===== src/rtl/debounce_bus_multi.sv =====
// Multi-channel bus debouncer: commits a channel's input to clean_out
// once it has held for STABLE_CYCLES sample ticks and moved past DEADBAND.
//
// Ports:
//   clock      rising-edge system clock
//   reset_n    asynchronous active-low reset
//   sample_en  sample tick; state advances only when high
//   noisy_in   raw inputs, channel i at [i*WIDTH +: WIDTH]
//   clean_out  debounced values, same packing as noisy_in
//   stable     per-channel level, candidate held for the full window
//   update     per-channel one-clock pulse when clean_out changes
module debounce_bus_multi #(
  parameter int WIDTH         = 16,
  parameter int CHANNELS      = 2,
  parameter int STABLE_CYCLES = 10,
  parameter int DEADBAND      = 0
) (
  input  logic                      clock,
  input  logic                      reset_n,
  input  logic                      sample_en,
  input  logic [CHANNELS*WIDTH-1:0] noisy_in,
  output logic [CHANNELS*WIDTH-1:0] clean_out,
  output logic [CHANNELS-1:0]       stable,
  output logic [CHANNELS-1:0]       update
);

  localparam int CW = $clog2(STABLE_CYCLES + 1);
  localparam logic [CW-1:0] LAST = CW'(STABLE_CYCLES - 1);
  localparam logic [CW-1:0] FULL = CW'(STABLE_CYCLES);
  localparam logic [WIDTH:0] DB = (WIDTH + 1)'(DEADBAND);

  for (genvar ch = 0; ch < CHANNELS; ch++) begin : g_ch
    logic [WIDTH-1:0] r_cand;
    logic [WIDTH-1:0] r_clean;
    logic [CW-1:0]    r_cnt;
    logic             r_stable;
    logic             r_update;

    logic [WIDTH-1:0] w_in;
    logic [WIDTH:0]   w_cand_x;
    logic [WIDTH:0]   w_clean_x;
    logic [WIDTH:0]   w_mag;
    logic             w_accept;

    assign w_in      = noisy_in[ch*WIDTH +: WIDTH];
    assign w_cand_x  = {1'b0, r_cand};
    assign w_clean_x = {1'b0, r_clean};

    // Magnitude taken one bit wider so full-scale steps never wrap.
    assign w_mag = (r_cand >= r_clean) ?
                   (w_cand_x - w_clean_x) :
                   (w_clean_x - w_cand_x);
    assign w_accept = (w_mag > DB);

    always_ff @(posedge clock or negedge reset_n) begin
      if (!reset_n) begin
        r_cand   <= '0;
        r_clean  <= '0;
        r_cnt    <= '0;
        r_stable <= 1'b0;
        r_update <= 1'b0;
      end else begin
        r_update <= 1'b0;
        if (sample_en) begin
          if (w_in != r_cand) begin
            r_cand   <= w_in;
            r_cnt    <= '0;
            r_stable <= 1'b0;
          end else if (r_cnt < LAST) begin
            r_cnt <= r_cnt + CW'(1);
          end else if (r_cnt == LAST) begin
            // Commit once per candidate; counter then parks at FULL.
            r_cnt    <= FULL;
            r_stable <= 1'b1;
            if (w_accept) begin
              r_clean  <= r_cand;
              r_update <= 1'b1;
            end
          end
        end
      end
    end

    assign clean_out[ch*WIDTH +: WIDTH] = r_clean;
    assign stable[ch] = r_stable;
    assign update[ch] = r_update;
  end

endmodule


===== config.mk =====
export PLATFORM = sky130hd
export DESIGN_NAME = debounce_bus_multi
export DESIGN_NICKNAME = d
export VERILOG_FILES = /design/src/rtl/debounce_bus_multi.sv
export SDC_FILE = /design/constraint.sdc
export NUM_CORES = 1
export LEC_CHECK = 0
export CAP_MARGIN = 5
export CORE_ASPECT_RATIO = 1.5
export CORE_MARGIN = 2
export CORE_UTILIZATION = 48
export CTS_BUF_LIST = sky130_fd_sc_hd__clkbuf_8
export DETAILED_ROUTE_END_ITERATION = 10
export PLACE_DENSITY = 0.7
export SLEW_MARGIN = 20
export SYNTH_ARGS = -nofsm -noshare
export SYNTH_HDL_FRONTEND = slang
export SYNTH_SLANG_ARGS = --single-unit

===== constraint.sdc =====
create_clock -name clock -period 6.6 [get_ports clock]
set_input_delay 0.66 -clock clock [delete_from_list [all_inputs] [get_ports clock]]
set_output_delay 0.66 -clock clock [all_outputs]
set_load 0.01 [all_outputs]

### After elaboration in Yosys (flattened, before gate mapping)

Index checks and enable logic that the tools add are counted.

* flip-flop bits (word level): 76
* input port bits: 35
* output and inout bits: 36
* word-level logic and storage cells: 68

* $add $sub $neg: 6
* magnitude comparators: 6
* equality and inequality tests: 6
* muxes and demuxes: 24
* bitwise gates (word level): 4
* reduce and logical (&&, ||, !) cells: 12

Operators with widths (count)
* subtractor 16 x 16 -> 17 bit: 4
* greater-than comparator 17 x 1 -> 1 bit, second input constant: 2
* 2-to-1 mux 17 bit: 2
* >= comparator 16 bit: 2
* != test 16 bit: 2
* 2-to-1 mux 4 bit: 6
* 2-to-1 mux 1 bit: 16
* AND reduction 5 bit: 2
* adder 4 x 1 -> 4 bit, second input constant: 2
* equality test 4 bit, second input constant: 2
* less-than comparator 4 bit, second input constant: 2
* AND reduction 2 bit: 4
* AND reduction 3 bit: 2
* nonzero test 3 bit: 2
* != test 2 bit, second input constant: 2
* NOT 1 bit: 4
* nonzero test 2 bit: 2

### Logic depth before layout (Yosys ltp)

Gate-level depths: netlist of the first run.

* depth in word-level cells: 8
* depth in mapped cells: 13
* mapped depth without buffers: 11

### Worst setup path before layout of the first run

Ideal clock, no wire load.

* path kind: flip-flop to flip-flop
* from: register g_ch[1].r_clean[2]
* to: register g_ch[1].r_clean[10]
* setup time: 79 ps
* arrival: 3286 ps
* data required time: 6521 ps
* path slack: 3234 ps
* cell stages (with the launch flop): 14
* buffers on the path: 2
* period minus slack after synthesis: 3366 ps
* cell sequence: dfrtp_1 > inv_1 > ha_1 > buf_6 > a21o_1 > a211oi_2 > o22ai_1 > or4_1 > a22o_1 > a2111oi_4 > a31oi_2 > o31ai_4 > buf_8 > mux2i_1

* cells in the longest elaborated chain, start to end: 4
* elaborated cells between the ends (all ways): 6
* classes of those cells: 2 x add/sub; 2 x order compare; 1 x mux; 1 x reduce/logical

RTL lines
* start: declaration: line 34 `logic [WIDTH-1:0] r_clean;`
* start signal: assignment: line 76 `r_clean <= r_cand;`
* subtractor 16 x 16 -> 17 bit, or another cell as far along: line 52 `(w_clean_x - w_cand_x);`
* 2-to-1 mux 17 bit *: line 50 `assign w_mag = (r_cand >= r_clean) ?`
* greater-than comparator 17 x 1 -> 1 bit *: line 53 `assign w_accept = (w_mag > DB);`
* AND reduction 5 bit (no line) *

Mark *: on every way between the ends. The rest lies on a longest branch, timed or not.
A chain may end at the register's enable or synchronous reset.

### Worst setup path after layout of the first run

* from: register g_ch[1].r_clean[3]
* to: register g_ch[1].r_clean[13]

Same word-level chain as after synthesis.

==> flow_metrics.py, run 1 <==
metrics = {
    "synthesis": {
        "seq_area_frac_synth_pct": 28.3,
        "synth_common_cells": "inv_1, nand2_1, dfrtp_1, ha_1, o21ai_0",
        "yosys.area.top_type_share_pct": 28.3,
        "async_flop_share_pct": 100,
        "synth.cell_area_um2": 6720,
        "postSynthAreaPerCell_um2": 8.40,
        "synth_ff_type": "dfrtp_1",
        "ys_ff_latch": 76,
        "edff_count_synth": 0,
        "synth_nets": 905,
        "yosysWarningCount": 0,
        "post-synth-top-count-cell": "inv_1",
        "synth_area_leader_cell": "dfrtp_1",
        "synthTopCellsByArea": "dfrtp_1, ha_1, mux2i_1",
        "gate_count_post_synth": 800,
        "synth.lib_cells_used.distinct": 76,
    },
    "finish": {
        "stdcell_area_um2": 7680,
        "fillCellCount": 1320,
        "multi_input_comb_area_um2": 4320,
        "layout.area.seq_um2": 1900,
        "flow.area_growth_from_synthesis_pct": 14.2,
        "layout-drive-gt1-share_pct": 3.99,
        "insertedDiodeCount": 0,
        "layout.nets": 952,
    },
    "worst_setup_path": {
        "cp_slowest_stage_delay_ps": 510,
        "cp.arrival_ps": 4110,
        "path_max_fanout": 15,
        "timing.critical_path.cells": "inv_1, ha_1, and4b_1, a211oi_2, o22ai_1, or4_1, a22o_1, a2111oi_4, a31oi_2, o31ai_4, buf_8, mux2i_1",
        "worst_path_max_delay_cell": "o31ai_4",
        "crit_path_end_kind": "flop",
        "worst_setup_path_start_kind": "flop",
        "criticalPathCategory": "reg2reg",
        "worst_ep_required_time_ps": 6900,
    },
    "sta": {
        "max-slew-margin-rel_pct": 38.6,
        "setup_viol": 0,
        "final_hold_viol_count": 0,
        "final_max_slew_viol_count": 0,
        "worst_slew_pin_slew_ps": 919,
        "final_min_period_over_clock_period_pct": 57.8,
        "min_period_ps": 3820,
        "fin_skew_ps": 9.39,
        "achievable-frequency_mhz": 262,
        "grt_setup_unrepaired": "false",
        "tns_ps": 0,
    },
    "placement": {
        "hpwlAfterDp_um": 14900,
        "placed_area_um2": 7450,
        "place.port_buffers": 70,
        "finalWeightedCongestion": 0.991,
    },
    "floorplanning": {
        "die_y_um": 149,
        "effective_utilization_at_floorplan_pct": 48.5,
        "dieWidth_um": 101,
        "placementRows": 53,
        "core_area_um2": 13900,
        "ios": 71,
        "floorplan.die_area_um2": 15000,
    },
    "route": {
        "number_of_vias_after_detailed_routing": 5916,
        "drtIter0Drc": 247,
        "drc": 0,
        "route.detailed.wl_per_inst_um": 18.6,
        "routed_wl_um": 18900,
        "post_drt_via_cell_ratio": 5.82,
        "drt-pass1-iter-count": 5,
        "ant_nets": 0,
    },
    "run": {
        "max_cap_viol_count": 0,
    },
    "clock_network": {
        "cts.root.buffer_cell": "clkbuf_8",
        "clk_pin_slew_worst_paths_ps": 100,
        "holdBufCountCts": 0,
        "number_of_buffers_created_by_cts": 9,
        "worst_skew_pair.late_latency_ps": 370,
        "tritoncts": "yes",
        "clock_tree.htree_level_count": 3,
        "postCtsSetupRepairBufs": 0,
        "number_of_gates_given_a_new_drive_strength_after_cts": 0,
        "clock_sink_count": 76,
        "ctsLongestPathBuffers": 2,
    },
    "grt": {
        "gr-total-overflow": 0,
        "first_global_vias": 6031,
        "gr-usage-all-layers_pct": 25.9,
        "grt_pass1_wl_um": 30100,
        "grt_start_max_net_pins": 77,
        "antenna_found_initial": 0,
    },
    "run_status": {
        "result_of_the_run": "finished clean",
    },
    "hold_path": {
        "holdCritPathClass": "in2async",
    },
    "pwr": {
        "vdd.ir_drop.worst_v": 0.000110,
        "power_density_nw_per_um2": 154,
        "leakagePower_uw": 0.00369,
    },
}
[worst max-delay path: cells and delay by family, from the launching register on]
kind	cells	cell delay [ps]
and+or+nand+nor	2	730
buffers and inverters	2	310
muxes	1	210
AOI/OAI and AO/OA	6	1630
adders and majority gates	1	480
DFF	1	390
[worst paths after layout]
kind | from | to | slack (ps) | cells after the start
setup / recovery | g_ch[1].r_clean[3] | g_ch[1].r_clean[13] | 2780 | 12
hold / removal | reset_n | g_ch[0].r_clean[13] | 200 | 1
setup reg to reg | g_ch[1].r_clean[3] | g_ch[1].r_clean[13] | 2780 | 12
hold reg to reg | g_ch[1].r_stable | g_ch[1].r_stable | 510 | 2
max in group asynchronous | reset_n | g_ch[1].r_cand[5] | 5810 | 2
min in group clock | g_ch[1].r_stable | g_ch[1].r_stable | 510 | 2
[routing by layer]
layer	global-route usage, %	vias up	part of all wire, %
met2	48.1	166	53
met4	16.2	0	6.5
met5	0	-	0
met3	3.94	63	3.4
li1	-	2919	-
met1	26.3	2768	37
[layout make-up]
type                    count  share of cell area, %
clock buffers               9                   1.61
clock inverters             7                  0.750
inverters                  84                   4.11
multi-input cells         603                   56.3
flip-flops and latches     76                   24.8
well taps                 165                   2.69
repair buffers             73                   9.75
[power breakdown]
part | total (uW) | internal, uW | switching (uW)
sequential | 502 | 483 | 18.8
clock | 355 | 143 | 212
combinational | 325 | 125 | 200
total | 1180 | 751 | 431
[logic make-up (layout without fill, tap and decap cells)]
logic type | count (synthesis) | after routing | synth area share, %
AO/OA/AOI/OAI | 224 | 224 | 22.6
XOR/XNOR | 60 | 60 | 7.82
buffers and inverters | 121 | 173 | 7.39
flip-flops | 76 | 76 | 28.3
multiplexers | 38 | 38 | 5.68
adder cells (fa/ha/maj) | 70 | 70 | 13.0
AND/OR/NAND/NOR | 211 | 211 | 15.2
[through the flow]
step	setup slack, ps	hold WS, ps	total power [uW]	utilization [%]	cells
6_report	2780	203	1180	55.4	1017
3_5_place_dp	2520	502	830	53.8	999
5_1_grt	2600	215	1240	55.4	1017
4_1_cts	2490	479	1190	55.1	1015
2_1_floorplan	3230	364	725	-	800
3_3_place_gp	2590	488	830	53.8	999
[placed cells by master (no fill, tap or decap), types with 5 or more instances in the layout]
master | netlist | routed
nor3_1 | 9 | 9
inv_1 | 82 | 82
or3_1 | 8 | 8
clkbuf_8 | 0 | 9
xnor2_1 | 32 | 32
nor2b_1 | 7 | 7
a21oi_1 | 48 | 48
nor4_1 | 9 | 9
nand4_1 | 15 | 15
xor2_1 | 28 | 28
nand2_1 | 79 | 79
o211ai_1 | 7 | 7
a31oi_1 | 7 | 7
nor2_1 | 42 | 42
ha_1 | 70 | 70
o21a_1 | 5 | 5
o21ai_0 | 63 | 63
nand3_1 | 12 | 12
mux2i_1 | 37 | 37
o221ai_1 | 5 | 5
dfrtp_1 | 76 | 76
o21bai_1 | 10 | 10
a21o_1 | 16 | 16
o31ai_1 | 5 | 5
a211oi_1 | 9 | 9
clkdlybuf4s50_1 | 0 | 69
[registers in the layout, summed over array words and instances (netlist names)]
signal / count
g_ch.r_cnt: 8
g_ch.r_clean: 32
g_ch.r_update: 2
g_ch.r_cand: 32
g_ch.r_stable: 2
Note: power is estimated with default switching activity, not from simulation.
==> run 2: changes to the inputs <==
--- a/config.mk
+++ b/config.mk
@@ -11,7 +11,7 @@
 export CORE_UTILIZATION = 48
 export CTS_BUF_LIST = sky130_fd_sc_hd__clkbuf_8
 export DETAILED_ROUTE_END_ITERATION = 10
-export PLACE_DENSITY = 0.7
+export PLACE_DENSITY = 0.73
 export SLEW_MARGIN = 20
 export SYNTH_ARGS = -nofsm -noshare
 export SYNTH_HDL_FRONTEND = slang
==> constraint.sdc (replaced) <==
create_clock -name clock -period 3.4 [get_ports clock]
set_input_delay 0.34 -clock clock [delete_from_list [all_inputs] [get_ports clock]]
set_output_delay 0.34 -clock clock [all_outputs]
set_load 0.01 [all_outputs]
==> run 2 against run 1 <==
Compared with the run above:
- sequential cell count unchanged
- wire length grew 3.0%
- first-iteration DRC count increased by 11%
- non-clock buffer count up 41
- die area unchanged
- worst setup slack lost 2700 ps
- global-route usage rose by 0.40 points
- largest cell class unchanged
==> flow_metrics.py, run 2 (synthesis results as in run 1) <==
metrics = {
    "run_status": {
        "result_of_the_run": "finished clean",
    },
    "worst_setup_path": {
        "worstReg2RegEnd": "g_ch[1].r_clean[0]",
        "worst_setup_path_start_kind": "flop",
        "criticalPathCategory": "reg2reg",
        "worst_ep_required_time_ps": 3690,
        "crit-reg2reg-launch": "g_ch[1].r_clean[13]",
        "r2r.worst_path.cells": 14,
        "r2r_slack_ps": 120,
        "crit_path_end_kind": "flop",
        "path_max_fanout": 5,
        "cp.arrival_ps": 3560,
    },
    "pwr": {
        "intPower_uw": 1510,
        "net-switching-power_uw": 834,
        "power_switching_share_pct": 35.6,
        "share_comb_of_total_power_pct": 28.9,
        "power.share.sequential_pct": 41.8,
        "vdd.ir_drop.worst_v": 0.000233,
        "leakagePower_uw": 0.00390,
        "clock_power_share_pct": 29.3,
        "power_density_nw_per_um2": 287,
    },
    "placement": {
        "dpl.cell_count": 1033,
        "finalWeightedCongestion": 1.04,
        "placed_area_um2": 7730,
        "place.port_buffers": 70,
        "dp_slack_ps": 26.4,
        "hpwlAfterDp_um": 15300,
    },
    "finish": {
        "final_common_cell": "inv_1",
        "layout.cells.non_filler": 1058,
        "multi_input_comb_area_um2": 4460,
        "layout.area.seq_um2": 1900,
        "layout.nets": 993,
        "stdcell_area_um2": 8160,
        "insertedDiodeCount": 0,
        "flow.area_growth_from_synthesis_pct": 21.4,
        "commonest_cells_after_routing_fill_and_taps_aside": "inv_1, nand2_1, dfrtp_1",
        "biggestRegsByFlops": "g_ch.r_cand x32, g_ch.r_clean x32, g_ch.r_cnt x8",
        "layout-drive-gt1-share_pct": 11.2,
        "fillCellCount": 1262,
    },
    "sta": {
        "final_max_slew_viol_count": 0,
        "fin_skew_ps": 17.0,
        "max-slew-margin-rel_pct": 34.6,
        "min_period_ps": 3280,
        "setup_viol": 0,
        "achievable-frequency_mhz": 305,
        "timing.final.ws_setup_ps": 123,
        "final_hold_viol_count": 0,
        "final_min_period_over_clock_period_pct": 96.4,
        "worst_slew_pin_slew_ps": 982,
        "timing.hold.ws_ps": 126,
    },
    "clock_network": {
        "clock_sink_count": 76,
        "clock_tree.htree_level_count": 3,
        "ctsLongestPathBuffers": 2,
        "clk_pin_slew_worst_paths_ps": 100,
        "number_of_buffers_created_by_cts": 9,
        "tritoncts": "yes",
        "worst_skew_pair.late_latency_ps": 380,
        "cts.root.buffer_cell": "clkbuf_8",
    },
    "floorplanning": {
        "die_y_um": 149,
        "ios": 71,
        "placementRows": 53,
        "dieWidth_um": 101,
        "effective_utilization_at_floorplan_pct": 48.5,
        "core_area_um2": 13900,
        "floorplan.die_area_um2": 15000,
    },
    "route": {
        "number_of_vias_after_detailed_routing": 6154,
        "routed_wl_um": 19500,
        "post_drt_via_cell_ratio": 5.82,
        "drc": 0,
        "drt-pass1-iter-count": 4,
        "route.detailed.wl_per_inst_um": 18.4,
        "drtIter0Drc": 274,
        "ant_nets": 0,
    },
    "run": {
        "max_cap_viol_count": 0,
    },
    "grt": {
        "first_global_vias": 6204,
        "grt_pass1_wl_um": 30800,
        "gr-usage-all-layers_pct": 26.3,
        "grt_start_max_net_pins": 77,
        "antenna_found_initial": 0,
        "gr-total-overflow": 0,
    },
    "hold_path": {
        "holdCritPathClass": "in2async",
    },
}
## run 2: critical path: stages, from the launching register on
cell     delay, ps
dfrtp_1        380
inv_1           70
ha_1           370
buf_4          190
a21oi_1        190
o21ai_0        140
a21o_1         170
a31oi_1        400
o21ba_2        190
mux2i_1         70
xor2_1         210
o31ai_4        310
buf_4          160
buf_4          140
mux2i_1        200
## run 2: power by group through the flow
stage	logic, uW	registers (uW)	clock network (uW)
after detailed placement	648	994	0
after CTS	653	976	697
final	677	977	686
after global placement	649	992	0
after floorplan	423	984	0
after global routing	741	983	733
## run 2: worst max-delay path by stage
stage | to | slack (ps) | startpoint
6_report | g_ch[1].r_clean[0] | 120 | g_ch[1].r_clean[13]
5_1_grt | g_ch[1].r_clean[1] | -20 | g_ch[1].r_clean[13]
4_1_cts | g_ch[0].r_clean[15] | 9 | g_ch[0].r_clean[4]
3_5_place_dp | g_ch[0].r_clean[4] | 30 | g_ch[0].r_clean[4]
3_3_place_gp | g_ch[0].r_clean[4] | 140 | g_ch[0].r_clean[4]
2_1_floorplan | g_ch[1].r_clean[10] | 30 | g_ch[1].r_clean[2]
## run 2: stage by stage
step	total power (uW)	utilization [%]	TNS, ps
2_1_floorplan	1410	-	0
3_3_place_gp	1640	55.8	0
3_5_place_dp	1640	55.8	0
4_1_cts	2330	57.1	0
5_1_grt	2460	58.9	-34.7
6_report	2340	58.9	0
## run 2: what timing repair did
item                       4_1_cts  5_1_grt
resized for setup                0       32
setup buffers                    0        7
hold buffers                     0        0
setup endpoints to repair        0       32
## run 2: area by class of cell
cell class | count | area share, %
clock buffer | 10 | 1.69
clock inverter | 6 | 0.552
inverter | 84 | 3.87
multi-input combinational | 603 | 54.7
sequential | 76 | 23.3
tap | 165 | 2.53
timing repair buffer | 114 | 13.4
## run 2: metal layers
layer	vias up	routed length (um)	global-route usage (%)	part of all wire [%]
li1	2994	-	-	-
met1	2906	7100	27.2	36
met2	185	10500	49.4	54
met3	69	650	3.37	3.3
met4	0	1180	15.1	6.1
met5	-	0	0	0
==> run 3: changes to the inputs <==
--- a/config.mk
+++ b/config.mk
@@ -5,7 +5,6 @@
 export SDC_FILE = /design/constraint.sdc
 export NUM_CORES = 1
 export LEC_CHECK = 0
-export CAP_MARGIN = 5
 export CORE_ASPECT_RATIO = 1.5
 export CORE_MARGIN = 2
 export CORE_UTILIZATION = 48
==> results of run 3 <==
No change in the layout: final DEF, timing and power equal those of run 2.
